===== src/rtl/uart_pkg.sv =====
// Shared UART types and helpers: receiver FSM states, data width, bit-period calculation.
package uart_pkg;

  localparam int UART_DATA_W = 8;

  typedef enum logic [2:0] {
    IDLE,
    START,
    DATA,
    PARITY,
    STOP,
    BREAK
  } rx_state_t;

  function automatic int clks_per_bit(input int clk_freq, input int baud);
    return clk_freq / baud;
  endfunction

endpackage


===== src/rtl/bit_sync.sv =====
// Two-flop synchroniser for an asynchronous input pin; RST_VAL sets the value both flops reset to.
module bit_sync #(
  parameter logic RST_VAL = 1'b1
) (
  input  logic clk,
  input  logic rst_n,
  input  logic i_d,
  output logic o_q
);

  logic r_meta;
  logic r_q;

  always_ff @(posedge clk or negedge rst_n) begin
    if (!rst_n) begin
      r_meta <= RST_VAL;
      r_q    <= RST_VAL;
    end else begin
      r_meta <= i_d;
      r_q    <= r_meta;
    end
  end

  assign o_q = r_q;

endmodule


===== src/rtl/uart_rx.sv =====
// UART receiver: 8N1 by default, 8E1/8O1 when UART_RX_PARITY_EN is defined.
// Received bytes sit in a one-entry valid/ready holding register; errors are one-cycle pulses.
module uart_rx
  import uart_pkg::*;
#(
  parameter int   CLK_FREQ   = 100000000,
  parameter int   BAUD_RATE  = 115200,
  parameter logic PARITY_ODD = 1'b0
) (
  input  logic                   clk,
  input  logic                   rst_n,
  input  logic                   uart_rxd,
  output logic [UART_DATA_W-1:0] uart_rd_data,
  output logic                   uart_rd_valid,
  input  logic                   uart_rd_ready,
  output logic                   frame_err,
  output logic                   overrun_err,
  output logic                   parity_err
);

  localparam int CLKS_PER_BIT = clks_per_bit(CLK_FREQ, BAUD_RATE);
  localparam int HALF_BIT     = CLKS_PER_BIT / 2;
  localparam int CNT_W        = $clog2(CLKS_PER_BIT);
  localparam logic [CNT_W-1:0] CNT_LAST = CNT_W'(CLKS_PER_BIT - 1);
  localparam logic [CNT_W-1:0] CNT_HALF = CNT_W'(HALF_BIT - 1);

  logic                   w_rx_sync;
  logic                   r_rx_prev;
  logic [1:0]             r_flush;
  rx_state_t              r_state;
  rx_state_t              w_state_nxt;
  logic [CNT_W-1:0]       r_cnt;
  logic [2:0]             r_idx;
  logic [UART_DATA_W-1:0] r_shift;
  logic                   w_fall;
  logic                   w_bit_end;
  logic                   w_half;
  logic                   w_cnt_clr;
  logic                   w_shift_en;
  logic                   w_par_en;
  logic                   w_stop_ok;
  logic                   w_stop_bad;
  logic                   w_par_bad;
  logic                   w_deliver;

  bit_sync #(.RST_VAL(1'b1)) u_sync (
    .clk  (clk),
    .rst_n(rst_n),
    .i_d  (uart_rxd),
    .o_q  (w_rx_sync)
  );

  // rx_prev is held at 0 until the reset value has drained out of the synchroniser,
  // so a line that is low at reset release never looks like a falling edge.
  always_ff @(posedge clk or negedge rst_n) begin
    if (!rst_n) begin
      r_flush   <= 2'b00;
      r_rx_prev <= 1'b0;
    end else begin
      r_flush   <= {r_flush[0], 1'b1};
      r_rx_prev <= r_flush[1] ? w_rx_sync : 1'b0;
    end
  end

  assign w_fall    = r_rx_prev & ~w_rx_sync;
  assign w_bit_end = (r_cnt == CNT_LAST);
  assign w_half    = (r_cnt == CNT_HALF);

  always_ff @(posedge clk or negedge rst_n) begin
    if (!rst_n) r_state <= IDLE;
    else        r_state <= w_state_nxt;
  end

  always_comb begin
    w_state_nxt = r_state;
    w_cnt_clr   = 1'b0;
    w_shift_en  = 1'b0;
    w_par_en    = 1'b0;
    w_stop_ok   = 1'b0;
    w_stop_bad  = 1'b0;
    case (r_state)
      IDLE: begin
        if (w_fall) begin
          w_cnt_clr   = 1'b1;
          w_state_nxt = START;
        end
      end
      START: begin
        if (w_half) begin
          w_cnt_clr   = 1'b1;
          w_state_nxt = w_rx_sync ? IDLE : DATA;
        end
      end
      DATA: begin
        if (w_bit_end) begin
          w_cnt_clr  = 1'b1;
          w_shift_en = 1'b1;
          if (r_idx == 3'd7) begin
`ifdef UART_RX_PARITY_EN
            w_state_nxt = PARITY;
`else
            w_state_nxt = STOP;
`endif
          end
        end
      end
`ifdef UART_RX_PARITY_EN
      PARITY: begin
        if (w_bit_end) begin
          w_cnt_clr   = 1'b1;
          w_par_en    = 1'b1;
          w_state_nxt = STOP;
        end
      end
`endif
      STOP: begin
        if (w_bit_end) begin
          w_cnt_clr = 1'b1;
          if (w_rx_sync) begin
            w_stop_ok   = 1'b1;
            w_state_nxt = IDLE;
          end else begin
            w_stop_bad  = 1'b1;
            w_state_nxt = BREAK;
          end
        end
      end
      BREAK: begin
        if (w_rx_sync) w_state_nxt = IDLE;
      end
      default: w_state_nxt = IDLE;
    endcase
  end

  always_ff @(posedge clk or negedge rst_n) begin
    if (!rst_n) begin
      r_cnt   <= '0;
      r_idx   <= 3'd0;
      r_shift <= '0;
    end else begin
      if (w_cnt_clr || r_state == IDLE || r_state == BREAK) r_cnt <= '0;
      else                                                  r_cnt <= r_cnt + CNT_W'(1);
      if (r_state != DATA) r_idx <= 3'd0;
      else if (w_shift_en) r_idx <= r_idx + 3'd1;
      if (w_shift_en) r_shift <= {w_rx_sync, r_shift[UART_DATA_W-1:1]};
    end
  end

`ifdef UART_RX_PARITY_EN
  logic r_par_bad;
  logic r_parity_err;

  always_ff @(posedge clk or negedge rst_n) begin
    if (!rst_n) begin
      r_par_bad    <= 1'b0;
      r_parity_err <= 1'b0;
    end else begin
      if (r_state == IDLE) r_par_bad <= 1'b0;
      else if (w_par_en)   r_par_bad <= (^r_shift) ^ w_rx_sync ^ PARITY_ODD;
      r_parity_err <= w_stop_ok & r_par_bad;
    end
  end

  assign w_par_bad  = r_par_bad;
  assign parity_err = r_parity_err;
`else
  // Without a parity bit the sense parameter has no effect.
  assign w_par_bad  = 1'b0;
  assign parity_err = PARITY_ODD & 1'b0;
`endif

  assign w_deliver = w_stop_ok & ~w_par_bad;

  always_ff @(posedge clk or negedge rst_n) begin
    if (!rst_n) begin
      uart_rd_data  <= '0;
      uart_rd_valid <= 1'b0;
      frame_err     <= 1'b0;
      overrun_err   <= 1'b0;
    end else begin
      frame_err   <= w_stop_bad;
      overrun_err <= 1'b0;
      if (w_deliver) begin
        if (!uart_rd_valid || uart_rd_ready) begin
          uart_rd_data  <= r_shift;
          uart_rd_valid <= 1'b1;
        end else begin
          overrun_err <= 1'b1;
        end
      end else if (uart_rd_valid && uart_rd_ready) begin
        uart_rd_valid <= 1'b0;
      end
    end
  end

endmodule

===== config.mk =====
export PLATFORM = sky130hd
export DESIGN_NAME = uart_rx
export DESIGN_NICKNAME = d
export VERILOG_FILES = /design/src/rtl/uart_pkg.sv /design/src/rtl/bit_sync.sv /design/src/rtl/uart_rx.sv
export SDC_FILE = /design/constraint.sdc
export NUM_CORES = 1
export LEC_CHECK = 0
export CORE_ASPECT_RATIO = 1.25
export CORE_MARGIN = 2
export CORE_UTILIZATION = 56
export CTS_CLUSTER_SIZE = 8
export DETAILED_ROUTE_END_ITERATION = 8
export PLACE_DENSITY = 0.84
export SYNTH_ARGS = -nofsm -noshare
export SYNTH_HDL_FRONTEND = slang
export SYNTH_SLANG_ARGS = --single-unit

===== constraint.sdc =====
create_clock -name clk -period 2.7 [get_ports clk]
set_input_delay 0.675 -clock clk [delete_from_list [all_inputs] [get_ports clk]]
set_output_delay 0.675 -clock clk [all_outputs]
set_load 0.05 [all_outputs]

==> impl_metrics.prom, run 1 <==
# TYPE chip_impl_metric gauge
chip_impl_info{name="status",value="finished, final reports clean"} 1
chip_impl_metric{name="routed_wire_length_per_instance",unit="um"} 15.55
chip_impl_info{name="cts_root_buffer",value="sky130_fd_sc_hd__clkbuf_4"} 1
chip_impl_info{name="synth_top_cells_by_area",value="sky130_fd_sc_hd__dfrtp_1 (54%), sky130_fd_sc_hd__mux2_2 (10%), sky130_fd_sc_hd__xnor2_1 (3.9%)"} 1
chip_impl_metric{name="timing.final.setup_violations",unit=""} 0
chip_impl_metric{name="dieArea",unit="mm2"} 0.003640
chip_impl_info{name="min_from",value="u_sync.r_meta"} 1
chip_impl_metric{name="final.setup.worst_slack",unit="ns"} 0.4582
chip_impl_metric{name="fmaxAchievable",unit="MHz"} 446.1
chip_impl_metric{name="inserted_clock_buffers",unit=""} 5
chip_impl_metric{name="die_x",unit="um"} 54.36
chip_impl_info{name="worstReg2RegStart",value="r_cnt[0]"} 1
chip_impl_metric{name="max_clock_skew",unit="ns"} 0.009564
chip_impl_metric{name="final_hold_viol_count",unit=""} 0
chip_impl_metric{name="number_of_diodes_added_for_antenna_fixing",unit=""} 0
chip_impl_metric{name="maxSlewViolCount",unit=""} 0
chip_impl_metric{name="grt_start_max_net_pins",unit=""} 41
chip_impl_metric{name="cts_hold_buf",unit=""} 0
chip_impl_metric{name="place_inst",unit=""} 190
chip_impl_metric{name="grt_usage",unit=""} 0.2103
chip_impl_metric{name="postSynthRegisterBits",unit=""} 40
chip_impl_metric{name="finalHoldWorstSlack",unit="ns"} 0.3632
chip_impl_metric{name="final_net_count",unit=""} 169
chip_impl_metric{name="numPortBuffers",unit=""} 14
chip_impl_metric{name="finalSetupTns",unit="ns"} 0
chip_impl_metric{name="synthArstFlopShare",unit=""} 1.000
chip_impl_metric{name="crit_arrival",unit="ns"} 2.48
chip_impl_metric{name="post-route-period-util",unit=""} 0.8303
chip_impl_metric{name="max_fanout_on_critical_path",unit=""} 8
chip_impl_metric{name="drt-pass1-iter-count",unit=""} 4
chip_impl_metric{name="drive_gt1_frac",unit=""} 0.2222
chip_impl_metric{name="gp_congestion",unit=""} 0.7772
chip_impl_metric{name="syn_nets",unit=""} 151
chip_impl_metric{name="drtIter0Drc",unit=""} 10
chip_impl_info{name="r2r_end",value="uart_rd_data[1]"} 1
chip_impl_metric{name="fillers",unit=""} 229
chip_impl_metric{name="viasPerCell",unit=""} 5.631
chip_impl_metric{name="fin_crit",unit="ns"} 2.242
chip_impl_metric{name="worst_slew_pin_slew",unit="ns"} 0.8437
chip_impl_metric{name="maxCapViolCount",unit=""} 0
chip_impl_metric{name="cts.reportedPaths.clkPinSlew",unit="ns"} 0.12
chip_impl_metric{name="cts_buffer_depth",unit=""} 2
chip_impl_metric{name="worst_skew_pair.late_latency",unit="ns"} 0.34
chip_impl_metric{name="antenna_violations_before_repair",unit=""} 0
chip_impl_metric{name="dpl_worst_slack",unit="ns"} 0.4201
chip_impl_metric{name="drc",unit=""} 0
chip_impl_metric{name="post_synth_instance_area",unit="mm2"} 0.001775
chip_impl_metric{name="globalRoute.totalOverflow",unit=""} 0
chip_impl_metric{name="post_synth_inst_count",unit=""} 143
chip_impl_metric{name="post_layout_nonfiller_instances",unit=""} 198
chip_impl_metric{name="io_pins",unit=""} 16
chip_impl_metric{name="synth_top_area_frac",unit=""} 0.5356
chip_impl_metric{name="area_growth",unit="%"} 13.60
chip_impl_metric{name="drtAntennaViolNets",unit=""} 0
chip_impl_metric{name="avgSynthCellArea",unit="um2"} 12.42
chip_impl_metric{name="row_count",unit=""} 22
chip_impl_info{name="setup_repair_after_global_routing_missed_its_margin",value="no"} 1
chip_impl_info{name="min_path_type",value="flop to flop"} 1
chip_impl_metric{name="die_h",unit="um"} 66.96
chip_impl_metric{name="cts_setup_buffers",unit=""} 0
chip_impl_metric{name="grt_pass1_vias",unit=""} 1173
chip_impl_metric{name="max-slew-margin-rel",unit=""} 0.4375
chip_impl_info{name="synthFlopType",value="sky130_fd_sc_hd__dfrtp_1"} 1
chip_impl_metric{name="ff2ff_setup_slack",unit="ns"} 0.46
chip_impl_metric{name="vdd.ir_drop.worst",unit="V"} 0.0005419
chip_impl_metric{name="postCtsResizedCells",unit=""} 0
chip_impl_metric{name="tritoncts_num_sinks",unit=""} 40
chip_impl_metric{name="total_leakage_power",unit="nW"} 0.9137
chip_impl_metric{name="htreeDepth",unit=""} 2
chip_impl_metric{name="synth_enable_flop_cells",unit=""} 0
chip_impl_info{name="hold_path_end",value="u_sync.o_q"} 1
chip_impl_info{name="critPathKind",value="flop to flop"} 1
chip_impl_info{name="synth_top_area_cell",value="sky130_fd_sc_hd__dfrtp_1"} 1
chip_impl_metric{name="netlist-cell-type-count",unit=""} 40
chip_impl_metric{name="wirelength",unit="um"} 3079
chip_impl_metric{name="detailroute.via_count",unit=""} 1115
chip_impl_metric{name="required",unit="ns"} 2.94
chip_impl_metric{name="ys_warn_count",unit=""} 0
chip_impl_metric{name="place_hpwl",unit="um"} 2222
chip_impl_metric{name="power_density",unit="mW/mm2"} 591.9
chip_impl_metric{name="seq_area_frac_synth",unit=""} 0.5652
chip_impl_metric{name="hold_path_cell_cnt",unit=""} 0
chip_impl_metric{name="start_util",unit=""} 0.5972
chip_impl_info{name="cp-end-kind",value="flop"} 1
chip_impl_info{name="critPathLaunch",value="r_cnt[0]"} 1
chip_impl_info{name="tritoncts_clock_tree",value="yes"} 1
chip_impl_metric{name="core",unit="mm2"} 0.002973
chip_impl_info{name="start_kind",value="flop"} 1
chip_impl_metric{name="grt_pass1_wl",unit="um"} 5375
chip_impl_metric{name="ff2ff_path_depth",unit=""} 5
## layer usage
layer / up-vias / track usage / routed length, um
met2: 20 / 0.3599 / 1669
met3: 5 / 0.06726 / 105
met5: - / 0 / 0
met1: 559 / 0.2430 / 1258
li1: 531 / - / -
met4: 0 / 0.06563 / 46
## placed cells by master (no fill, tap or decap), types with 3 or more instances in the layout
cell type and count:
sky130_fd_sc_hd__dfrtp_1 38, sky130_fd_sc_hd__mux2_2 16, sky130_fd_sc_hd__clkdlybuf4s50_1 13, sky130_fd_sc_hd__nor2_1 9, sky130_fd_sc_hd__nor3_1 9, sky130_fd_sc_hd__xnor2_1 8
sky130_fd_sc_hd__nand2_1 7, sky130_fd_sc_hd__nand3_1 5, sky130_fd_sc_hd__clkbuf_4 5, sky130_fd_sc_hd__inv_1 4, sky130_fd_sc_hd__a21oi_1 4, sky130_fd_sc_hd__ha_1 4
sky130_fd_sc_hd__nand2b_1 3
## cells by family (layout without fill, tap and decap cells)
| group | count (synthesis) | after routing | synth area share |
|---|---|---|---|
| mux | 16 | 16 | 0.1015 |
| other cells | 2 | 2 | 0.004230 |
| fa+ha+maj | 4 | 4 | 0.02819 |
| buf+inv | 7 | 26 | 0.01691 |
| flops | 40 | 40 | 0.5652 |
| simple gates | 53 | 53 | 0.1945 |
| xor+xnor | 9 | 9 | 0.04440 |
| compound gates | 12 | 12 | 0.04511 |
## synthesized netlist by cell type, drive strengths merged (3+ instances only)
| library cell | n |
|---|---|
| mux2 | 16 |
| xnor2 | 8 |
| dfrtp | 38 |
| nand2 | 8 |
| nand3 | 5 |
| nand2b | 3 |
| ha | 4 |
| nor3 | 10 |
| a21oi | 4 |
| nand4 | 3 |
| nor3b | 3 |
| inv | 4 |
| nor2 | 9 |
## per-stage QoR
step	instance area (um2)	power, W	utilization
3_3_place_gp	1941	0.0008073	0.6528
5_1_grt	2017	0.001265	0.6785
6_report	2017	0.001194	0.6785
2_1_floorplan	1775	0.0007752	-
4_1_cts	2017	0.001206	0.6785
3_5_place_dp	1941	0.0008238	0.6528
## sequential cells by signal, summed over array words and instances (netlist names)
name and flops:
r_cnt 10, r_shift 8, uart_rd_data 8, r_idx 3, r_state 3, r_flush 2
frame_err 1, overrun_err 1, r_rx_prev 1, u_sync.o_q 1, u_sync.r_meta 1, uart_rd_valid 1
## cell type report
| type | instances | area, um2 | area share |
|---|---|---|---|
| Sequential cell | 40 | 1003 | 0.4975 |
| Multi-Input combinational cell | 96 | 742.0 | 0.3679 |
| Timing Repair Buffer | 14 | 135.1 | 0.06700 |
| Tap cell | 36 | 45.04 | 0.02233 |
| Clock buffer | 6 | 41.29 | 0.02047 |
| Clock inverter | 2 | 35.03 | 0.01737 |
| Inverter | 4 | 15.01 | 0.007444 |
## how the worst max path moves through the flow
stage	endpoint	depth (start not counted)
2_1_floorplan	uart_rd_data[0]	5
3_3_place_gp	uart_rd_data[5]	4
3_5_place_dp	uart_rd_data[1]	4
4_1_cts	uart_rd_data[1]	5
5_1_grt	uart_rd_data[1]	5
6_report	uart_rd_data[1]	5
## critical path: stages, from the launching register on
cell and delay, ns:
sky130_fd_sc_hd__dfrtp_1 0.44, sky130_fd_sc_hd__ha_1 0.29, sky130_fd_sc_hd__and4bb_2 0.28, sky130_fd_sc_hd__nand4_2 0.25, sky130_fd_sc_hd__nor3b_4 0.48, sky130_fd_sc_hd__mux2_2 0.39
## power breakdown
part	internal [W]	switching, W	total (W)
sequential	0.000636	0.0000564	0.000692
combinational	0.0000523	0.0000711	0.000123
clock	0.000194	0.000184	0.000378
total	0.000883	0.000311	0.00119
(Power assumes the default switching activity.)
==> run 2, diff against run 1 <==
clock period = 2.1 ns   (was 2.7 ns; I/O delays follow)
==> run 2 against run 1 <==
  * Clock power barely moved
  * Wire length decreased by 0.97%
  * Clock-buffer cell count stayed put
  * Combinational power up 39%
  * Via count up 2.1%
  * Non-clock buffer count rose by 6
  * Sequential power is 28% higher
  * Final area is 2.0% higher
==> impl_metrics.prom, run 2 (synthesis results as in run 1) <==
# TYPE chip_impl_metric gauge
chip_impl_info{name="status",value="finished, final reports clean"} 1
chip_impl_info{name="worst_path_dominant_cell_family",value="buffers and inverters"} 1
chip_impl_metric{name="final_net_count",unit=""} 175
chip_impl_metric{name="grt_usage",unit=""} 0.2112
chip_impl_metric{name="number_of_diodes_added_for_antenna_fixing",unit=""} 0
chip_impl_metric{name="drt-pass1-iter-count",unit=""} 4
chip_impl_metric{name="routed_wire_length_per_instance",unit="um"} 14.95
chip_impl_metric{name="drtIter0Drc",unit=""} 22
chip_impl_metric{name="power_density",unit="mW/mm2"} 698.6
chip_impl_metric{name="power_frac_comb",unit=""} 0.119
chip_impl_metric{name="cts_hold_buf",unit=""} 0
chip_impl_metric{name="post-route-period-util",unit=""} 0.9614
chip_impl_metric{name="switchingPower",unit="W"} 0.0004109
chip_impl_metric{name="cts_buffer_depth",unit=""} 2
chip_impl_metric{name="core",unit="mm2"} 0.002973
chip_impl_metric{name="crit_arrival",unit="ns"} 1.49
chip_impl_metric{name="row_count",unit=""} 22
chip_impl_metric{name="max_clock_skew",unit="ns"} 0.01278
chip_impl_info{name="min_path_type",value="primary input to asynchronous set/reset pin"} 1
chip_impl_metric{name="ff2ff_path_depth",unit=""} 4
chip_impl_metric{name="cp.buffers_inverters",unit=""} 1
chip_impl_metric{name="p_seq_frac",unit=""} 0.618
chip_impl_metric{name="final.setup.worst_slack",unit="ns"} 0.08107
chip_impl_metric{name="dpl_worst_slack",unit="ns"} 0.1143
chip_impl_metric{name="htreeDepth",unit=""} 2
chip_impl_metric{name="cpPeakStageDelay",unit="ns"} 0.80
chip_impl_metric{name="tritoncts_num_sinks",unit=""} 40
chip_impl_metric{name="cts.reportedPaths.clkPinSlew",unit="ns"} 0.12
chip_impl_metric{name="worst_skew_pair.late_latency",unit="ns"} 0.35
chip_impl_info{name="cp_cell_sequence",value="clkdlybuf4s50_1"} 1
chip_impl_metric{name="grt.met3_usage",unit=""} 0.06726
chip_impl_info{name="mostFrequentLayoutCells",value="sky130_fd_sc_hd__dfrtp_1 (38), sky130_fd_sc_hd__mux2_2 (16), sky130_fd_sc_hd__nor2_1 (9), sky130_fd_sc_hd__nor3_1 (9)"} 1
chip_impl_info{name="critPathSlowestCell",value="sky130_fd_sc_hd__clkdlybuf4s50_1"} 1
chip_impl_metric{name="io_pins",unit=""} 16
chip_impl_metric{name="maxSlewViolCount",unit=""} 0
chip_impl_metric{name="max-slew-margin-rel",unit=""} 0.6558
chip_impl_metric{name="area_growth",unit="%"} 15.93
chip_impl_info{name="cp-end-kind",value="output pin"} 1
chip_impl_metric{name="inserted_clock_buffers",unit=""} 5
chip_impl_metric{name="required",unit="ns"} 1.57
chip_impl_info{name="cts_root_buffer",value="sky130_fd_sc_hd__clkbuf_4"} 1
chip_impl_metric{name="worst_slew_pin_slew",unit="ns"} 0.5154
chip_impl_metric{name="die_x",unit="um"} 54.36
chip_impl_metric{name="cell_internal_pwr",unit="W"} 0.001027
chip_impl_info{name="grt.busiest_layer",value="met2"} 1
chip_impl_metric{name="detailroute.via_count",unit=""} 1138
chip_impl_metric{name="max_fanout_on_critical_path",unit=""} 1
chip_impl_metric{name="vdd.ir_drop.worst",unit="V"} 0.0005531
chip_impl_info{name="regMostFlops",value="r_cnt"} 1
chip_impl_metric{name="grt_pass1_vias",unit=""} 1195
chip_impl_info{name="setup_repair_after_global_routing_missed_its_margin",value="no"} 1
chip_impl_info{name="critPathKind",value="flop to output pin"} 1
chip_impl_metric{name="total_leakage_power",unit="nW"} 1.085
chip_impl_metric{name="timing.final.setup_violations",unit=""} 0
chip_impl_metric{name="drive_gt1_frac",unit=""} 0.2500
chip_impl_metric{name="grt_start_max_net_pins",unit=""} 41
chip_impl_metric{name="numPortBuffers",unit=""} 14
chip_impl_metric{name="viasPerCell",unit=""} 5.578
chip_impl_metric{name="fmaxAchievable",unit="MHz"} 495.3
chip_impl_info{name="top_regs",value="r_cnt x10, r_shift x8, uart_rd_data x8"} 1
chip_impl_info{name="tritoncts_clock_tree",value="yes"} 1
chip_impl_metric{name="maxCapViolCount",unit=""} 0
chip_impl_metric{name="place_hpwl",unit="um"} 2210
chip_impl_metric{name="drc",unit=""} 0
chip_impl_metric{name="final_hold_viol_count",unit=""} 0
chip_impl_metric{name="antenna_violations_before_repair",unit=""} 0
chip_impl_metric{name="gp_congestion",unit=""} 0.8001
chip_impl_metric{name="finalSetupTns",unit="ns"} 0
chip_impl_metric{name="grt_pass1_wl",unit="um"} 5395
chip_impl_metric{name="start_util",unit=""} 0.5972
chip_impl_metric{name="cts_setup_buffers",unit=""} 0
chip_impl_info{name="most_frequent_standard_cell_in_the_layout_excluding_fill_and_tap_cells",value="sky130_fd_sc_hd__dfrtp_1"} 1
chip_impl_metric{name="wirelength",unit="um"} 3049
chip_impl_metric{name="grt.met1_usage",unit=""} 0.2533
chip_impl_info{name="start_kind",value="flop"} 1
chip_impl_metric{name="globalRoute.totalOverflow",unit=""} 0
chip_impl_metric{name="critical_path_cell_count",unit=""} 1
chip_impl_metric{name="p_total",unit="W"} 0.001438
chip_impl_metric{name="drtAntennaViolNets",unit=""} 0
chip_impl_metric{name="dieArea",unit="mm2"} 0.003640
chip_impl_metric{name="use_met2",unit=""} 0.3434
chip_impl_metric{name="largest_register_ffs",unit=""} 10
chip_impl_metric{name="switching_share",unit=""} 0.2858
chip_impl_metric{name="clockPowerShare",unit=""} 0.263
chip_impl_metric{name="fin_crit",unit="ns"} 2.019
chip_impl_metric{name="die_h",unit="um"} 66.96
-- run 2: area by class of cell --
type / instances / area [um2]
Sequential cell: 40 / 1003
Clock inverter: 2 / 12.51
Inverter: 4 / 15.01
Clock buffer: 6 / 41.29
Fill cell: 225 / 914.6
Tap cell: 36 / 45.04
Multi-Input combinational cell: 96 / 742.0
Timing Repair Buffer: 20 / 198.9
-- run 2: power groups by stage --
stage | Clock, W | Sequential (W) | Combinational [W]
floorplan | 0 | 0.000884 | 0.000113
global placement | 0 | 0.000893 | 0.000165
detailed placement | 0 | 0.000903 | 0.000173
CTS | 0.000392 | 0.000887 | 0.000176
global route | 0.000434 | 0.000900 | 0.000199
finish | 0.000378 | 0.000888 | 0.000171
-- run 2: through the flow --
| stage | area (um2) | util | hold slack [ns] | instances |
|---|---|---|---|---|
| final | 2058 | 0.6923 | 0.2047 | 204 |
| after global routing | 2058 | 0.6923 | 0.2245 | 204 |
| after CTS | 2038 | 0.6856 | 0.2094 | 204 |
| after detailed placement | 1986 | 0.6679 | 0.3510 | 196 |
| after global placement | 1986 | 0.6679 | 0.3316 | 196 |
| after floorplan | 1775 | - | 0.2294 | 143 |
-- run 2: routing by layer --
metal | part of all wire | vias up
li1 | - | 545
met1 | 0.44 | 569
met2 | 0.50 | 18
met3 | 0.035 | 6
met4 | 0.019 | 0
met5 | 0 | -
-- run 2: worst paths after layout --
kind | from | end | slack, ns
setup / recovery | overrun_err | overrun_err | 0.08
hold / removal | rst_n | r_state[2] | 0.20
setup reg to reg | r_cnt[2] | r_cnt[0] | 0.15
hold reg to reg | u_sync.r_meta | u_sync.o_q | 0.37
max in group asynchronous | rst_n | u_sync.o_q | 1.53
min in group clk | u_sync.r_meta | u_sync.o_q | 0.37
-- run 2: what timing repair did --
item / CTS / global route
endpoints found under the setup margin: 1 / 8
pin swaps: 0 / 0
gates resized for setup: 1 / 8
==> run 3, diff against run 2 <==
CORE_ASPECT_RATIO = 1.1   (was 1.25)
CORE_UTILIZATION = 27   (was 56)
PLACE_DENSITY = 0.5   (was 0.84)
==> run 3 against run 2 <==
  * Cell count increased by 24%
  * Flip-flop and latch count stayed put
  * Clock power is 65% higher
  * Clock-buffer cell count decreased by 1
  * Largest power group unchanged
  * Die area increased by 99%
  * Utilization fell by 35 points
  * Fmax is 1.8% higher
  * Largest cell class unchanged
  * Worst setup slack better by 0.035 ns
==> impl_metrics.prom, run 3 (synthesis results as in run 1) <==
# TYPE chip_impl_metric gauge
chip_impl_metric{name="power_frac_comb",unit=""} 0.115
chip_impl_metric{name="crit_arrival",unit="ns"} 1.46
chip_impl_info{name="cts_root_buffer",value="sky130_fd_sc_hd__clkbuf_8"} 1
chip_impl_metric{name="worst_slew_pin_slew",unit="ns"} 0.5022
chip_impl_metric{name="drc",unit=""} 0
chip_impl_metric{name="numPortBuffers",unit=""} 14
chip_impl_metric{name="dpl_worst_slack",unit="ns"} 0.1428
chip_impl_metric{name="grt_usage",unit=""} 0.1045
chip_impl_metric{name="maxCapViolCount",unit=""} 0
chip_impl_metric{name="drt-met1-wl",unit="um"} 1549
chip_impl_metric{name="detailroute.via_count",unit=""} 1143
chip_impl_metric{name="viasPerCell",unit=""} 4.536
chip_impl_metric{name="finalSetupTns",unit="ns"} 0
chip_impl_metric{name="grt_start_max_net_pins",unit=""} 22
chip_impl_metric{name="place_hpwl",unit="um"} 2355
chip_impl_metric{name="max_clock_skew",unit="ns"} 0.006920
chip_impl_info{name="most_frequent_standard_cell_in_the_layout_excluding_fill_and_tap_cells",value="sky130_fd_sc_hd__dfrtp_1"} 1
chip_impl_metric{name="die_x",unit="um"} 81.32
chip_impl_metric{name="cp.buffers_inverters",unit=""} 1
chip_impl_metric{name="drt-pass1-iter-count",unit=""} 4
chip_impl_metric{name="io_pins",unit=""} 16
chip_impl_metric{name="max_fanout_on_critical_path",unit=""} 2
chip_impl_metric{name="drtAntennaViolNets",unit=""} 0
chip_impl_metric{name="switchingPower",unit="W"} 0.0004320
chip_impl_metric{name="fin_crit",unit="ns"} 1.984
chip_impl_info{name="cp-end-kind",value="output pin"} 1
chip_impl_info{name="status",value="finished, final reports clean"} 1
chip_impl_metric{name="power_density",unit="mW/mm2"} 771.3
chip_impl_metric{name="antenna_violations_before_repair",unit=""} 0
chip_impl_metric{name="p_seq_frac",unit=""} 0.517
chip_impl_metric{name="drive_gt1_frac",unit=""} 0.2647
chip_impl_metric{name="total_leakage_power",unit="nW"} 0.9738
chip_impl_metric{name="drtIter0Drc",unit=""} 46
chip_impl_info{name="tritoncts_clock_tree",value="yes"} 1
chip_impl_metric{name="area_growth",unit="%"} 23.61
chip_impl_metric{name="postCtsResizedCells",unit=""} 0
chip_impl_metric{name="die_h",unit="um"} 89.05
chip_impl_info{name="critPathKind",value="flop to output pin"} 1
chip_impl_info{name="start_kind",value="flop"} 1
chip_impl_metric{name="row_count",unit=""} 31
chip_impl_metric{name="cts.reportedPaths.clkPinSlew",unit="ns"} 0.08
chip_impl_metric{name="globalRoute.totalOverflow",unit=""} 0
chip_impl_metric{name="cts_buffer_depth",unit=""} 2
chip_impl_metric{name="worst_skew_pair.late_latency",unit="ns"} 0.29
chip_impl_metric{name="grt_pass1_vias",unit=""} 1199
chip_impl_metric{name="inserted_clock_buffers",unit=""} 5
chip_impl_metric{name="largest_register_ffs",unit=""} 10
chip_impl_metric{name="tritoncts_num_sinks",unit=""} 40
chip_impl_metric{name="vdd.ir_drop.worst",unit="V"} 0.0007707
chip_impl_metric{name="dieArea",unit="mm2"} 0.007241
chip_impl_info{name="min_path_type",value="primary input to asynchronous set/reset pin"} 1
chip_impl_info{name="cp_cell_sequence",value="clkdlybuf4s50_1"} 1
chip_impl_metric{name="htreeDepth",unit=""} 2
chip_impl_metric{name="gp_congestion",unit=""} 0.7715
chip_impl_metric{name="final_hold_viol_count",unit=""} 0
chip_impl_metric{name="final_util",unit=""} 0.3388
chip_impl_metric{name="core",unit="mm2"} 0.006477
chip_impl_metric{name="grt_pass1_wl",unit="um"} 5837
chip_impl_info{name="worst_path_dominant_cell_family",value="buffers and inverters"} 1
chip_impl_metric{name="final_net_count",unit=""} 177
chip_impl_metric{name="start_util",unit=""} 0.2741
chip_impl_info{name="regMostFlops",value="r_cnt"} 1
chip_impl_metric{name="fillers",unit=""} 639
chip_impl_metric{name="timing.final.setup_violations",unit=""} 0
chip_impl_info{name="mostFrequentLayoutCells",value="sky130_fd_sc_hd__dfrtp_1 (38), sky130_fd_sc_hd__mux2_2 (16), sky130_fd_sc_hd__clkdlybuf4s50_1 (13), sky130_fd_sc_hd__nor2_1 (9), sky130_fd_sc_hd__nor3_1 (9)"} 1
chip_impl_metric{name="required",unit="ns"} 1.57
chip_impl_metric{name="clockPowerShare",unit=""} 0.368
chip_impl_metric{name="final_cell_area",unit="mm2"} 0.002195
chip_impl_metric{name="placedInstanceArea",unit="mm2"} 0.002083
chip_impl_metric{name="dr_wl_met3",unit="um"} 136
chip_impl_info{name="critPathSlowestCell",value="sky130_fd_sc_hd__clkdlybuf4s50_1"} 1
chip_impl_metric{name="post-route-period-util",unit=""} 0.9445
chip_impl_metric{name="wirelength",unit="um"} 3293
chip_impl_metric{name="maxSlewViolCount",unit=""} 0
chip_impl_metric{name="cts_hold_buf",unit=""} 0
chip_impl_info{name="maxUsedRoutingLayer",value="met4"} 1
chip_impl_metric{name="switching_share",unit=""} 0.2552
chip_impl_info{name="setup_repair_after_global_routing_missed_its_margin",value="no"} 1
chip_impl_metric{name="final.setup.worst_slack",unit="ns"} 0.1165
chip_impl_metric{name="route.met2.wl",unit="um"} 1562
chip_impl_metric{name="max-slew-margin-rel",unit=""} 0.6642
chip_impl_metric{name="routed_wire_length_per_instance",unit="um"} 13.07
chip_impl_metric{name="cell_internal_pwr",unit="W"} 0.001261
chip_impl_metric{name="cpPeakStageDelay",unit="ns"} 0.80
chip_impl_metric{name="cts_setup_buffers",unit=""} 0
chip_impl_info{name="top_regs",value="r_cnt x10, r_shift x8, uart_rd_data x8"} 1
chip_impl_metric{name="number_of_diodes_added_for_antenna_fixing",unit=""} 0
chip_impl_metric{name="fmaxAchievable",unit="MHz"} 504.2
-- run 3: cell count changes in the layout (fill, tap and decap cells not counted), sizes merged --
cell	before	now
clkdlybuf4s50	4	13
dlymetal6s2s	8	0
buf	7	9
bufinv	0	1
clkbuf	6	5
dlygate4sd2	1	0
-- run 3: path summary, 6_finish.rpt --
check                                start               to  slack, ns  cells after the start
setup reg to reg                  r_cnt[3]         r_cnt[2]       0.14                      4
setup / recovery           uart_rd_data[1]  uart_rd_data[1]       0.12                      1
max in group asynchronous            rst_n    u_sync.r_meta       1.37                      2
hold reg to reg                 r_flush[0]       r_flush[1]       0.36                      0
min in group clk                r_flush[0]       r_flush[1]       0.36                      0
hold / removal                       rst_n  uart_rd_data[0]       0.18                      1
-- run 3: per-layer routing --
metal	track usage	vias up
met3	0.03030	5
met4	0.03236	0
met1	0.1340	571
met2	0.1706	19
li1	-	548
met5	0	-
-- run 3: power groups by stage --
| stage | registers (W) | clock network, W | logic, W |
|---|---|---|---|
| floorplan | 0.000884 | 0 | 0.000113 |
| global placement | 0.000887 | 0 | 0.000191 |
| detailed placement | 0.000889 | 0 | 0.000197 |
| CTS | 0.000874 | 0.000649 | 0.000199 |
| global route | 0.000885 | 0.000686 | 0.000226 |
| finish | 0.000875 | 0.000622 | 0.000195 |
-- run 3: layout make-up --
class	count	area, um2	area share
well taps	82	102.6	0.04675
flip-flops and latches	40	1003	0.4572
inverters	4	15.01	0.006842
clock inverters	3	42.54	0.01938
multi-input cells	96	742.0	0.3381
repair buffers	22	220.2	0.1003
clock buffers	5	68.82	0.03136
-- run 3: metrics by stage --
stage / instances / power (W) / hold slack [ns]
after global placement: 244 / 0.001078 / 0.3335
final: 252 / 0.001693 / 0.1764
after CTS: 252 / 0.001722 / 0.1850
after detailed placement: 244 / 0.001086 / 0.3455
after floorplan: 143 / 0.0009967 / 0.2294
after global routing: 252 / 0.001797 / 0.2035
